## config.mk

```make
export PLATFORM = sky130hd
export DESIGN_NAME = instr_fetch
export DESIGN_NICKNAME = d
export VERILOG_FILES = /design/src/rtl/fetch_pkg.sv /design/src/rtl/fetch_hword_fifo.sv /design/src/rtl/instr_fetch.sv
export SDC_FILE = /design/constraint.sdc
export NUM_CORES = 1
export LEC_CHECK = 0
export ABC_AREA = 1
export CAP_MARGIN = 20
export CELL_PAD_IN_SITES_DETAIL_PLACEMENT = 0
export CELL_PAD_IN_SITES_GLOBAL_PLACEMENT = 1
export CORE_MARGIN = 4
export CORE_UTILIZATION = 35
export CTS_CLUSTER_SIZE = 25
export DETAILED_ROUTE_END_ITERATION = 7
export HOLD_SLACK_MARGIN = 0.1
export PLACE_DENSITY = 0.84
export SLEW_MARGIN = 20
export SYNTH_ARGS = -nofsm -noshare
export SYNTH_HDL_FRONTEND = slang
export SYNTH_SLANG_ARGS = --single-unit
```

## constraint.sdc

```tcl
create_clock -name clk_i -period 4.05 [get_ports clk_i]
set_input_delay 0.405 -clock clk_i [delete_from_list [all_inputs] [get_ports clk_i]]
set_output_delay 0.405 -clock clk_i [all_outputs]
set_load 0.02 [all_outputs]
```

## src/rtl/fetch_pkg.sv

```systemverilog
// Shared widths and helpers for the instruction fetch stage.
package fetch_pkg;

  localparam int HWORD_W     = 16;
  localparam int INSTR_W     = 32;
  localparam int ADDR_W      = 32;
  localparam int INSTR_BYTES = 4;
  localparam int HWORD_BYTES = 2;

  typedef logic [ADDR_W-1:0]  addr_t;
  typedef logic [HWORD_W-1:0] hword_t;
  typedef logic [INSTR_W-1:0] instr_t;

  // Redirect targets are word aligned; the low two bits are discarded.
  function automatic addr_t align_word(input addr_t a);
    return {a[ADDR_W-1:2], 2'b00};
  endfunction

endpackage

```

## src/rtl/fetch_hword_fifo.sv

```systemverilog
// Halfword buffer between the arbiter return path and decode.
// Single push per cycle, two-entry pop; flush beats push.
module fetch_hword_fifo
  import fetch_pkg::*;
#(
  parameter int DEPTH = 4
) (
  input  logic                   clk_i,
  input  logic                   rst_i,
  input  logic                   push,
  input  hword_t                 push_data,
  input  logic                   pop2,
  input  logic                   flush,
  output logic [$clog2(DEPTH):0] count,
  output hword_t                 peek0,
  output hword_t                 peek1
);

  localparam int PTR_W = $clog2(DEPTH);
  localparam int CNT_W = PTR_W + 1;

  hword_t             mem [DEPTH];
  logic [PTR_W-1:0]   wr_ptr;
  logic [PTR_W-1:0]   rd_ptr;
  logic [PTR_W-1:0]   rd_ptr_p1;

  assign rd_ptr_p1 = rd_ptr + PTR_W'(1);

  always_ff @(posedge clk_i) begin
    if (!rst_i || flush) begin
      wr_ptr <= '0;
      rd_ptr <= '0;
      count  <= '0;
    end else begin
      if (push) begin
        wr_ptr <= wr_ptr + PTR_W'(1);
      end
      if (pop2) begin
        rd_ptr <= rd_ptr + PTR_W'(2);
      end
      count <= count + CNT_W'(push) - (pop2 ? CNT_W'(2) : CNT_W'(0));
    end
  end

  // Storage needs no reset; pointers define what is live.
  always_ff @(posedge clk_i) begin
    if (push && !flush) begin
      mem[wr_ptr] <= push_data;
    end
  end

  assign peek0 = mem[rd_ptr];
  assign peek1 = mem[rd_ptr_p1];

endmodule

```

## src/rtl/instr_fetch.sv

```systemverilog
// Instruction fetch: streams halfword requests to the arbiter, retries denied
// requests, buffers returns and pairs them into 32-bit instructions for decode.
module instr_fetch
  import fetch_pkg::*;
#(
  parameter logic [31:0] RESET_PC   = 32'h0000_0000,
  parameter int          FIFO_DEPTH = 4
) (
  input  logic        clk_i,
  input  logic        rst_i,
  output logic        instr_mem_en_o,
  output logic [31:0] instr_mem_addr_o,
  input  logic        instr_mem_en_i,
  input  logic [15:0] mem_value_i,
  input  logic        redirect_i,
  input  logic [31:0] redirect_pc_i,
  output logic        instr_valid_o,
  input  logic        instr_ready_i,
  output logic [31:0] instr_o,
  output logic [31:0] instr_pc_o
);

  localparam int CNT_W = $clog2(FIFO_DEPTH) + 1;

  // Handshakes: arbiter side - a request (instr_mem_en_o) in cycle n is answered
  // in cycle n+1 by instr_mem_en_i (granted, mem_value_i valid) or its absence
  // (denied, re-presented). Decode side - an instruction transfers on a cycle with
  // instr_valid_o & instr_ready_i, except in a redirect cycle.
  addr_t               fetch_pc;
  addr_t               pend_addr;
  logic                pend_valid;
  addr_t               head_pc;

  logic [CNT_W-1:0]    count;
  hword_t              peek0;
  hword_t              peek1;

  logic                push;
  logic                pop2;
  logic                flush;
  logic                credit;
  logic                issue;
  addr_t               retry_addr;
  addr_t               redirect_tgt;
  logic [CNT_W:0]      count_nx;

  always_comb begin
    push         = instr_mem_en_i & pend_valid & ~redirect_i;
    pop2         = instr_valid_o & instr_ready_i & ~redirect_i;
    flush        = redirect_i;
    retry_addr   = (pend_valid && !instr_mem_en_i) ? pend_addr : fetch_pc;
    redirect_tgt = align_word(redirect_pc_i);
    // Reserve room for the halfword this request will return next cycle.
    count_nx     = {1'b0, count} + (CNT_W+1)'(push) - (pop2 ? (CNT_W+1)'(2) : (CNT_W+1)'(0));
    credit       = (count_nx + (CNT_W+1)'(1)) <= (CNT_W+1)'(FIFO_DEPTH);
    issue        = rst_i & credit & ~redirect_i;
  end

  assign instr_mem_en_o   = issue;
  assign instr_mem_addr_o = retry_addr;

  always_ff @(posedge clk_i) begin
    if (!rst_i) begin
      fetch_pc   <= RESET_PC;
      pend_addr  <= RESET_PC;
      pend_valid <= 1'b0;
      head_pc    <= RESET_PC;
    end else if (redirect_i) begin
      fetch_pc   <= redirect_tgt;
      head_pc    <= redirect_tgt;
      pend_valid <= 1'b0;
    end else begin
      if (issue) begin
        pend_addr  <= retry_addr;
        pend_valid <= 1'b1;
        fetch_pc   <= retry_addr + addr_t'(HWORD_BYTES);
      end else begin
        // A denied address must not be lost if no request goes out.
        pend_valid <= 1'b0;
        fetch_pc   <= retry_addr;
      end
      if (pop2) begin
        head_pc <= head_pc + addr_t'(INSTR_BYTES);
      end
    end
  end

  fetch_hword_fifo #(
    .DEPTH (FIFO_DEPTH)
  ) u_fifo (
    .clk_i     (clk_i),
    .rst_i     (rst_i),
    .push      (push),
    .push_data (mem_value_i),
    .pop2      (pop2),
    .flush     (flush),
    .count     (count),
    .peek0     (peek0),
    .peek1     (peek1)
  );

  assign instr_valid_o = count >= CNT_W'(2);
  assign instr_o       = {peek0, peek1};
  assign instr_pc_o    = head_pc;

endmodule
```

==> metrics <==
Seq pwr share=a little under half; Hold Crit Class=register to register; Residual DRC=0; Crit path largest cell delay=0.64 ns; commonest cells after routing, fill and taps aside=293 x nand2_1, 146 x clkdlybuf4s50_1, 108 x inv_1; Slowest-stage cell, CP=clkdlybuf4s50_1; fin nets=1272; RSZ-0062 raised after global routing=false; Clk pwr share=41.8%; Worst slew margin=45.33%; Synth Register Bits=166; total gr overflow=0; average size of a mapped cell=7.988 um^2; clk sinks=166; worst-path cell chain=inv_1 -> nand2_1 -> nand2_1 -> nor2_1 -> ha_1 -> inv_1 -> ha_1 -> inv_1 -> fa_1 -> inv_1 -> nand2_1 -> nand3_2 -> inv_1 -> clkdlybuf4s50_1; commonest non-fill, non-tap cell in the layout=nand2_1; Crit Path Max Fanout=5; setup TNS=0 ns; Cell Area, Synth=0.008476 mm^2; RR Startpoint=u_fifo.count[2]; met2 routed wirelength=approximately 11000 um; Die ar.=0.02677 mm^2; PD cells=around 370 mW/mm^2; crit end category=primary output; routed length on met3=~1300 um; critical path class=register to primary output; non-filler cells, final=~1500; Final Skew=0.01259 ns; starting density of the core=between 30% and 40%; DRT met1 WL=11560 um; Hold Fails Final Rpt=0; Initial DRC Count=489; total track usage=a little under a fifth; Core Footprint=between 0.02 and 0.025 mm^2; Final period util=about 94%; CTS tree=done; HP Start=pend_addr[13]; PortBufs=146; Max Cap Violations=0; cell mode on critical path=inv_1; post-synthesis sequential area ratio=46.77%; clock transition at the registers of the reported paths=0.08 ns; P_int=around 2.9 mW; Sw Ratio=between 20% and 30%; vias per cell=between 4 and 5; Least-Margin Pin Slew=0.8189 ns; CP Data Required Time=3.64 ns; global-route wire length before repair=38740 um; WL/cell=around 16 um; Max Clk Rate=0.2625 GHz; # fillers=2358; via count=7386; Worst R2R Path Depth=20; CTS resizes=0; setup violators final=0; setup bufs post-CTS=0; maximum vdd drop=0.3319 mV; DR top layer=met4; Cell variety after synth=49; initial antenna violation count=0; worst skew pair latency=0.43 ns; ys async rst share=0%; largest net degree at the start of global routing=between 40 and 50; H-tree depth=4; antenna cell count=0; Main synth FF type=dfxtp_1; die width=163.6 um; Max Root-Sink Buffers=2; final slew viol count=0; WL final=between 20000 and 25000 um; status=completed; Die H=approximately 160 um; layout cells sized above 1=11.81%; CP Launch Type=register; vias in the first global route=7126; synth-to-layout area growth=28.49%; post-route cell area=0.01089 mm^2; hold depth=2; Fin Hold WS=0.4674 ns; Tmin final=3.810 ns; Post-Synthesis Cells=around 1100; HPWL reported at the end of detailed placement=18010 um; Post-CTS Hold Fix Bufs=0; I/O pin count=151; flop2flop setup slack=0.64 ns; worst flop-to-flop path endpoint=fetch_pc[31]; Net Sw Power=1.176 mW; Root Driver=clkbuf_16; # rows=56; Warnings, synthesis=0; Logic pwr share=about an eighth; number of synthesized flops with an enable pin=between 60 and 70; DRT antenna net count=0; total CTS buffers=17; worst path arrival time=3.40 ns; Leakage Power=~4.2 nW; hold path endpoint=pend_addr[13]; GP Congestion=about 0.9; placed cell area=0.01027 mm^2; Cells after DPL=roughly 1500; first drt pass iteration count=5
-- metal layers --
| metal | global-route usage, % | vias to the layer above |
|---|---|---|
| met5 | 0 | - |
| met4 | 5.299 | 0 |
| met3 | 3.255 | 29 |
| met2 | 28.86 | 201 |
| met1 | 26.17 | 3393 |
| li1 | - | 3763 |
-- Yosys cell counts, types with 15 or more instances --
master | instances | area share, %
nand4_1 | 15 | 1.1
nor2_1 | 75 | 3.3
nand2_2 | 16 | 1.2
nand3_1 | 91 | 5.4
dfxtp_1 | 102 | 24
edfxtp_1 | 64 | 23
a31oi_1 | 16 | 1.2
o21ai_1 | 15 | 0.89
mux2_2 | 16 | 2.1
inv_1 | 108 | 4.8
a21oi_1 | 25 | 1.5
nand2_1 | 293 | 13
clkbuf_1 | 20 | 0.89
o21ai_0 | 52 | 3.1
xor2_1 | 16 | 1.7
-- worst max-delay path, delay by kind of cell (launching register included) --
kind	cells	cell delay, ns
simple gates	5	0.64
flops	1	0.46
fa+ha+maj	3	0.86
buf+inv	6	1.01
-- registers in the layout, summed over array words and instances, names as in the netlist, named ones only --
name / flops
u_fifo.mem: 64
fetch_pc: 32
pend_addr: 32
instr_pc_o: 30
u_fifo.count: 3
u_fifo.wr_ptr: 2
pend_valid: 1
u_fifo.rd_ptr: 1
-- layout make-up --
class,instances,area [um^2],area share (%)
clock buffer,17,425.4,3.906
clock inverter,15,193.9,1.781
inverter,121,454.2,4.171
multi-input combinational,735,3850,35.35
sequential,166,3964,36.40
tap,319,399.1,3.665
timing repair buffer,165,1604,14.73
-- kinds of logic (layout without fill, tap and decap cells) --
logic type	count (synthesis)	in the layout	synth area share (%)
DFF	166	166	46.77
xor gates and xnor gates	20	20	2.067
buffers and inverters	161	318	7.913
adders and majority gates	13	13	2.008
AOI/OAI and AO/OA	137	137	9.684
muxes	16	16	2.126
other	1	2	0.04424
and+or+nand+nor	547	547	29.39
-- worst max-delay path by stage --
stage,endpoint,start,depth (start not counted)
5_1_grt,instr_mem_en_o,u_fifo.count[2],14
6_report,instr_mem_en_o,u_fifo.count[2],14
3_3_place_gp,fetch_pc[31],instr_mem_en_i,20
4_1_cts,instr_mem_en_o,u_fifo.count[2],14
3_5_place_dp,fetch_pc[31],instr_mem_en_i,20
2_1_floorplan,fetch_pc[7],u_fifo.count[2],18
-- stage by stage --
| stage | util [%] | power (mW) | worst slack (ns) |
|---|---|---|---|
| after CTS | 46.12 | 4.064 | 0.2056 |
| after detailed placement | 43.50 | 2.384 | 0.3008 |
| after floorplan | - | 2.147 | 0.5769 |
| final | 46.12 | 4.032 | 0.2400 |
| after global placement | 43.50 | 2.378 | 0.3449 |
| after global routing | 46.12 | 4.188 | 0.02239 |
-- power by group through the flow --
stage | logic [mW] | registers [mW] | clock network [mW]
after floorplan | 0.265 | 1.88 | 0
after global placement | 0.509 | 1.87 | 0
after detailed placement | 0.513 | 1.87 | 0
after CTS | 0.515 | 1.83 | 1.72
after global routing | 0.558 | 1.84 | 1.79
final | 0.513 | 1.83 | 1.69
Note: power is estimated with default switching activity, not from simulation.
